**config.mk**
```make
export PLATFORM = sky130hd
export DESIGN_NAME = muap_lane_sequencer
export DESIGN_NICKNAME = d
export VERILOG_FILES = /design/src/rtl/xike_muap_pkg.sv /design/src/rtl/muap_lane_prienc.sv /design/src/rtl/muap_lane_sequencer.sv
export SDC_FILE = /design/constraint.sdc
export NUM_CORES = 1
export LEC_CHECK = 0
export CORE_MARGIN = 2
export CORE_UTILIZATION = 44
export CTS_CLUSTER_SIZE = 20
export DETAILED_ROUTE_END_ITERATION = 8
export MAX_ROUTING_LAYER = met4
export PLACE_DENSITY = 0.76
export SLEW_MARGIN = 20
export SYNTH_ARGS = -nofsm -noshare
export SYNTH_HDL_FRONTEND = slang
export SYNTH_SLANG_ARGS = --single-unit
```
**constraint.sdc**
```tcl
create_clock -name bus_clk -period 16.55 [get_ports bus_clk]
set_clock_uncertainty 0.05 [all_clocks]
set_input_delay 4.1375 -clock bus_clk [delete_from_list [all_inputs] [get_ports bus_clk]]
set_output_delay 4.1375 -clock bus_clk [all_outputs]
set_load 0.02 [all_outputs]
```
**src/rtl/xike_muap_pkg.sv**
```systemverilog
// xike_muap_pkg: shared constants, FSM states and lane-slice helpers for the MUA lane sequencer
package xike_muap_pkg;
  localparam int LANES = 5;
  localparam int DATA_W = 32;
  localparam int CH_W = 12;
  localparam int NUM_CH = 160;
  localparam int FRAME_W = 32;
  localparam int LANE_W = $clog2(LANES);
  localparam logic [CH_W-1:0] CH_NULL = 12'hFFF;
  localparam logic [0:0] IDLE = 1'b0;
  localparam logic [0:0] SHIFT = 1'b1;
  function automatic logic [DATA_W-1:0] lane_data(input logic [LANES*DATA_W-1:0] v, input logic [LANE_W-1:0] i);
    return v[i*DATA_W +: DATA_W];
  endfunction
  function automatic logic [CH_W-1:0] lane_ch(input logic [LANES*CH_W-1:0] v, input logic [LANE_W-1:0] i);
    return v[i*CH_W +: CH_W];
  endfunction
endpackage

```
**src/rtl/muap_lane_prienc.sv**
```systemverilog
// muap_lane_prienc: lowest-set-bit encoder over the lane mask
module muap_lane_prienc import xike_muap_pkg::*; (
  input  logic [LANES-1:0]  req,
  output logic [LANE_W-1:0] idx,
  output logic              any
);
  always_comb begin
    idx = '0;
    any = |req;
    for (int i = LANES - 1; i >= 0; i--) idx = req[i] ? LANE_W'(i) : idx;
  end
endmodule

```
**src/rtl/muap_lane_sequencer.sv**
```systemverilog
// muap_lane_sequencer: serializes a combined MUA beat into per-channel words
// and tracks the frame number from the last-channel word.
module muap_lane_sequencer import xike_muap_pkg::*; (
  input  logic                    bus_clk,
  input  logic                    xike_reset,
  input  logic                    frame_count_rst,
  input  logic                    muap_comb_valid,
  output logic                    muap_comb_ready,
  input  logic [LANES*CH_W-1:0]   muap_comb_ch,
  input  logic [LANES*DATA_W-1:0] muap_comb_data,
  input  logic [LANES*DATA_W-1:0] muap_comb_ch_hash,
  input  logic                    fifo_mua_full,
  output logic                    muap_valid,
  output logic [CH_W-1:0]         muap_ch,
  output logic [DATA_W-1:0]       muap_data,
  output logic [DATA_W-1:0]       muap_ch_hash,
  output logic [FRAME_W-1:0]      muap_frame_No,
  output logic                    overrun_err
);
  logic [0:0] state;
  logic [LANES-1:0] mask, in_mask, rem_mask;
  logic [LANE_W-1:0] cur, in_idx, rem_idx;
  logic in_any, rem_any, acc_out, in_acc;
  logic [LANES*CH_W-1:0] ch_r;
  logic [LANES*DATA_W-1:0] data_r, hash_r;
  logic [FRAME_W-1:0] frame_cnt;
  always_comb begin
    in_mask = '0;
    for (int i = 0; i < LANES; i++) in_mask[i] = lane_ch(muap_comb_ch, LANE_W'(i)) != CH_NULL;
  end
  // one lane pointer drives ch, data and hash so they stay aligned
  assign rem_mask = mask & ~(LANES'(1) << cur);
  assign muap_valid = state == SHIFT;
  assign acc_out = muap_valid && !fifo_mua_full;
  assign muap_comb_ready = (state == IDLE) || (acc_out && !rem_any);
  assign in_acc = muap_comb_valid && muap_comb_ready;
  assign muap_ch = lane_ch(ch_r, cur);
  assign muap_data = lane_data(data_r, cur);
  assign muap_ch_hash = lane_data(hash_r, cur);
  assign muap_frame_No = frame_cnt;
  muap_lane_prienc u_in_enc (.req(in_mask), .idx(in_idx), .any(in_any));
  muap_lane_prienc u_rem_enc (.req(rem_mask), .idx(rem_idx), .any(rem_any));
  always_ff @(posedge bus_clk or posedge xike_reset) begin
    if (xike_reset) begin
      state <= IDLE;
      mask <= '0;
      cur <= '0;
      ch_r <= '0;
      data_r <= '0;
      hash_r <= '0;
      frame_cnt <= '0;
      overrun_err <= 1'b0;
    end else begin
      if (in_acc) begin
        ch_r <= muap_comb_ch;
        data_r <= muap_comb_data;
        hash_r <= muap_comb_ch_hash;
        mask <= in_mask;
        cur <= in_idx;
        state <= in_any ? SHIFT : IDLE;
      end else if (acc_out) begin
        mask <= rem_mask;
        cur <= rem_idx;
        state <= rem_any ? SHIFT : IDLE;
      end
      if (frame_count_rst) frame_cnt <= '0;
      else if (acc_out && muap_ch == CH_W'(NUM_CH - 1)) frame_cnt <= frame_cnt + 1'b1;
      if (muap_comb_valid && !muap_comb_ready) overrun_err <= 1'b1;
    end
  end
endmodule

```
After elaboration in Yosys (flattened, before gate mapping)
Cells that the tools add are included.
{"block": "classes", "n_shift": 4, "mul": 1, "n_reduce_logical": 13, "div_mod_pow": 0, "add_sub_neg": 1, "n_eq_ne": 6, "n_mux": 20, "magnitude_cmp": 0, "bitwise": 3}
{"cell": "$shiftx A160 B9 Y32", "n": 2}
{"cell": "$mux W32", "n": 2}
{"cell": "$ne A12 B12 Y1 const B", "n": 5}
{"cell": "$shiftx A60 B8 Y12", "n": 1}
{"cell": "$mux W3", "n": 12}
{"cell": "$add A32 B1 Y32 const B", "n": 1}
{"cell": "$eq A12 B8 Y1 const B", "n": 1}
{"cell": "$mux W5", "n": 2}
{"cell": "$reduce_or A5 Y1", "n": 2}
{"cell": "$and A5 B5 Y5", "n": 1}
{"cell": "$logic_and A1 B1 Y1", "n": 5}
{"cell": "$mul A3 B2 Y5 const B", "n": 1}
{"cell": "$not A5 Y5", "n": 1}
{"cell": "$shl A1 B3 Y5 const A", "n": 1}
{"cell": "$mux W1", "n": 4}
{"cell": "$reduce_bool A2 Y1", "n": 2}
{"cell": "$logic_not A1 Y1", "n": 3}
{"cell": "$logic_or A1 B1 Y1", "n": 1}
{"cell": "$not A1 Y1", "n": 1}
{"block": "word_totals", "ram_bits": 0, "mem_bits_ro": 0, "regBits": 422, "memories": 0, "output_inout_bits": 111, "latchBits": 0, "elab_cells": 56, "in_bits": 385}

Logic depth before layout (Yosys ltp)
{"block": "logic_depth", "depth_word": 10, "depth_mapped": 12, "ltp_nobuf": 7}

By module
Synthesis repeated with hierarchy kept, for this count alone.
{"block": "hier_totals", "hier_cells": 1318, "area_unflattened_um2": 19070.8}
{"module": "muap_lane_sequencer", "instances": 1, "cells_each": 1302, "area_each_um2": 18973.2}
{"module": "muap_lane_prienc", "instances": 2, "cells_each": 8, "area_each_um2": 48.8}

Least setup slack after synthesis
Ideal clock, no wire load.
{"block": "synth_path", "path_type": "input-to-output", "startpoint": "in fifo_mua_full", "endpoint": "out muap_comb_ready", "cell_stages": 2, "path_slack_ns": 7.735, "required_time_ns": 12.363, "arrival_time_ns": 4.628, "path_buffers": 0, "path_cell_list": "a21o_1 > o31ai_4"}
{"block": "synth_via", "elab_chain_len": 4}
{"item": "start: declaration", "line_no": "muap_lane_sequencer.sv:12", "rtl": "input logic fifo_mua_full,"}
{"item": "$logic_not A1 Y1", "line_no": "muap_lane_sequencer.sv:34", "rtl": "assign acc_out = muap_valid && !fifo_mua_full;"}
{"item": "$logic_and A1 B1 Y1", "line_no": "muap_lane_sequencer.sv:34"}
{"item": "$logic_and A1 B1 Y1", "line_no": "muap_lane_sequencer.sv:35", "rtl": "assign muap_comb_ready = (state == IDLE) || (acc_out && !rem_any);"}
{"item": "$logic_or A1 B1 Y1", "line_no": "muap_lane_sequencer.sv:35"}
{"item": "end: declaration", "line_no": "muap_lane_sequencer.sv:8", "rtl": "output logic muap_comb_ready,"}
No other way between the ends.

Final worst setup path
Ends and elaborated chain as after synthesis.

==> summary.md <==
| Metric | Value |
|---|---|
| Via density | 5.42 |
| Prevailing post-synth register cell | dfrtp_1 |
| Worst-margin pin slew | 1.21 ns |
| Outcome | completed |
| Leakage | 10.8 nW |
| WHS Path Cells | 1 |
| Max Cap Viol | 0 |
| Buffers on Ports | roughly 500 |
| Drt pass-1 iters | 5 |
| Switching Fraction | around a third |
| Critical setup path kind | in2out |
| Layout Nets | roughly 2300 |
| Clk buf depth | 3 |
| Wirelength, routed | between 50 and 60 mm |
| CP dominant cell by count | clkdlybuf4s50_1 |
| Post-CTS setup buffer count | 0 |
| Worst flop-to-flop path endpoint | data_r[41]$_DFFE_PP0P_ |
| Initial Util | between 40% and 50% |
| GRT overflow | 0 |
| CTS sink cnt | 422 |
| Max FO, Critical Path | 4 |
| Final number of hold-violating endpoints | 0 |
| Crit path DAT | approximately 5.7 ns |
| Yosys reg bits | 422 |
| Final Non-Filler Cells | around 2600 |
| H-Tree Level Count | 2 |
| Routability congestion estimate | approximately 0.86 |
| Post-DP HPWL | 40.4 mm |
| CTS root buffer | clkbuf_16 |
| Vias in the first global route | between 15000 and 20000 |
| R2r setup slk | ~11 ns |
| WL/cell | between 20 and 25 um |
| Slowest CP cell | clkdlybuf4s50_1 |
| Most common cell after layout, fill and taps aside | clkdlybuf4s50_1 |
| Period utilization | between 50% and 60% |
| Share of cells above drive strength 1 | between 20% and 30% |
| Pin count of the biggest net entering global routing | roughly 200 |
| DIE HEIGHT | ~220 um |
| Most frequent cells in the layout | clkdlybuf4s50_1 (495), dfrtp_1 (419), mux2_2 (390), nand2_1 (94), o21ai_0 (79) |
| Switching power | 1.80 mW |
| PwrDens | roughly 200 nW/um^2 |
| Cell variety after synth | 48 |
| Max Slew Vio Count | 0 |
| Crit path time final | between 9 and 10 ns |
| Area Growth Syn to Fin | 35.3% |
| Yosys warns | 0 |
| Worst-case reg-to-reg path depth | 8 |
| Combinational share of power | 45.2% |
| Io pins | between 400 and 500 |
| Worst VDD drop | between 0.0001 and 0.00015 V |
| RSZ-0062 raised after global routing | no |
| Setup slack after layout | ~6.6 ns |
| Hold Path Origin | overrun_err$_DFFE_PP0P_ |
| Clk_lat worst skew | approximately 0.57 ns |
| Fmax | between 100 and 150 MHz |
| Synthesized area | just under 20000 sq um |
| Hold-fix buffers at CTS | 0 |
| CP max stage delay | between 0.6 and 0.7 ns |
| Clock share of power | roughly 19% |
| GRT Total Usage | approximately a quarter |
| DRC | 0 |
| CTS Buf Count | 46 |
| Post-synth EDFFs | 0 |
| Cells after Synth | 1482 |
| Worst r2r src | cur[0]$_DFFE_PP0P_ |
| PostCTS Resize Cnt | 0 |
| Vias | between 10000 and 15000 |
| CTS clk-pin slew, worst paths | approximately 0.06 ns |
| Internal power | between 3 and 4 mW |
| Place WS | 6.66 ns |
| Syn avg cell area | 13.2 sq um |
| Placed insts | roughly 2500 |
| Seq/Total Area, Yosys | between 50% and 60% |
| CP required | ~12 ns |
| Async SR Flop Fraction | 100% |
| Setup_tns | 0 ns |
| Die Width | ~220 um |
| Worst hold endpoint | overrun_err$_DFFE_PP0P_ |
| Final Setup Violations | 0 |
| Crit path capture type | output port |
| Post-DRT Antenna Nets | 0 |
| Slew HR | slightly below 20% |
| Core footprint | 44100 sq um |
| DR iter-0 viols | 874 |
| Sequential power share | 35.4% |
| Final Util | approximately three fifths |
| Startpoint types | input port |
| Synthesized netlist net count | 1868 |
| First-pass GRT wire length | around 90 mm |
| Worst min-delay path class | reg2reg |
| Crit-path cells | clkdlybuf4s50_1 -> a21o_1 -> o31ai_4 -> clkdlybuf4s50_1 |
| Initial antenna violation count | 17 |
| Rows | 77 |
| Full die area | around 46000 sq um |
| CTS tree | yes |
[routing by layer]
metal | part of all wire [%] | vias to the layer above | routed length [um] | GRT usage (%)
met4 | 3.0 | 0 | 1720 | 9.22
met5 | 0 | - | 0 | -
met3 | 7.6 | 95 | 4300 | 7.15
met2 | 51 | 456 | 28800 | 42.2
li1 | - | 6323 | - | -
met1 | 39 | 7123 | 22100 | 29.5
[sequential cells by signal, summed over array words and instances (netlist names)]
name and flops:
data_r 160, muap_frame_No 32, overrun_err 1, mask 5
muap_valid 1, ch_r 60, cur 3, hash_r 160
[stage by stage]
stage / total power, mW / hold slack (ns) / cell area, sq um
finish: 5.21 / 0.428 / 26500
global route: 5.49 / 0.464 / 26500
global placement: 4.13 / 0.415 / 25000
detailed placement: 4.22 / 0.416 / 25000
floorplan: 3.32 / 0.421 / 19600
CTS: 5.25 / 0.430 / 26500
[cell families (layout without fill, tap and decap cells)]
| group | count (synthesis) | count (layout) | synth area share, % |
|---|---|---|---|
| adder cells (fa/ha/maj) | 1 | 1 | 0.0638 |
| AO/OA/AOI/OAI | 176 | 176 | 5.31 |
| multiplexers | 475 | 475 | 31.0 |
| other | 0 | 18 | 0 |
| flip-flops | 422 | 422 | 53.9 |
| AND/OR/NAND/NOR | 230 | 230 | 6.04 |
| buffers and inverters | 178 | 668 | 3.78 |
[layout make-up]
class	count	area, sq um
fill	3510	17600
inverter	75	289
clock inverter	17	114
sequential	422	10600
clock buffer	68	1380
tap	592	741
antenna	18	45.0
timing repair buffer	508	5080
multi-input combinational	882	8320
[cell usage after synthesis (2+ instances only)]
master | number | area [sq um]
buf_2 | 50 | 250
or4_1 | 27 | 203
dfrtp_1 | 422 | 10600
nand2_1 | 95 | 357
o41ai_1 | 2 | 17.5
a22oi_1 | 2 | 15.0
a21o_1 | 3 | 22.5
and4_1 | 2 | 17.5
nor2_1 | 19 | 71.3
mux2i_1 | 18 | 180
o22ai_1 | 8 | 50.1
o21ai_0 | 79 | 395
a32o_1 | 2 | 20.0
and2_1 | 2 | 12.5
nand4_1 | 25 | 156
a31oi_1 | 4 | 25.0
or3_1 | 8 | 50.1
nand3_1 | 18 | 90.1
mux4_2 | 66 | 1490
clkbuf_1 | 43 | 161
buf_1 | 7 | 26.3
or4b_1 | 2 | 20.0
nor2b_1 | 9 | 56.3
inv_1 | 74 | 278
mux2_2 | 390 | 4390
nor3_1 | 10 | 50.1
o211ai_1 | 4 | 30.0
a21oi_1 | 38 | 190
buf_4 | 3 | 22.5
and3_1 | 4 | 25.0
o31ai_1 | 28 | 210
nand2b_1 | 2 | 12.5
[worst max path at each step]
| stage | from | to | slack [ns] | cells past startpoint |
|---|---|---|---|---|
| floorplan | xike_reset | ch_r[0]$_DFFE_PP0P_ | 0.61 | 1 |
| global placement | fifo_mua_full | muap_comb_ready | 6.68 | 4 |
| detailed placement | fifo_mua_full | muap_comb_ready | 6.66 | 4 |
| CTS | fifo_mua_full | muap_comb_ready | 6.65 | 4 |
| global route | fifo_mua_full | muap_comb_ready | 6.61 | 4 |
| finish | fifo_mua_full | muap_comb_ready | 6.64 | 4 |
[power groups by stage]
stage / clock [mW] / sequential, mW / combinational [mW]
4_1_cts: 1.03 / 1.84 / 2.37
2_1_floorplan: 0 / 1.70 / 1.62
5_1_grt: 1.08 / 1.91 / 2.51
3_5_place_dp: 0 / 1.86 / 2.36
3_3_place_gp: 0 / 1.82 / 2.31
6_report: 1.01 / 1.84 / 2.36
[critical path, delay by kind of cell]
family | cells | cell delay (ns)
compound gates | 2 | 0.48
buf+inv | 2 | 1.10
No activity file was read; power rests on OpenSTA's default activity.
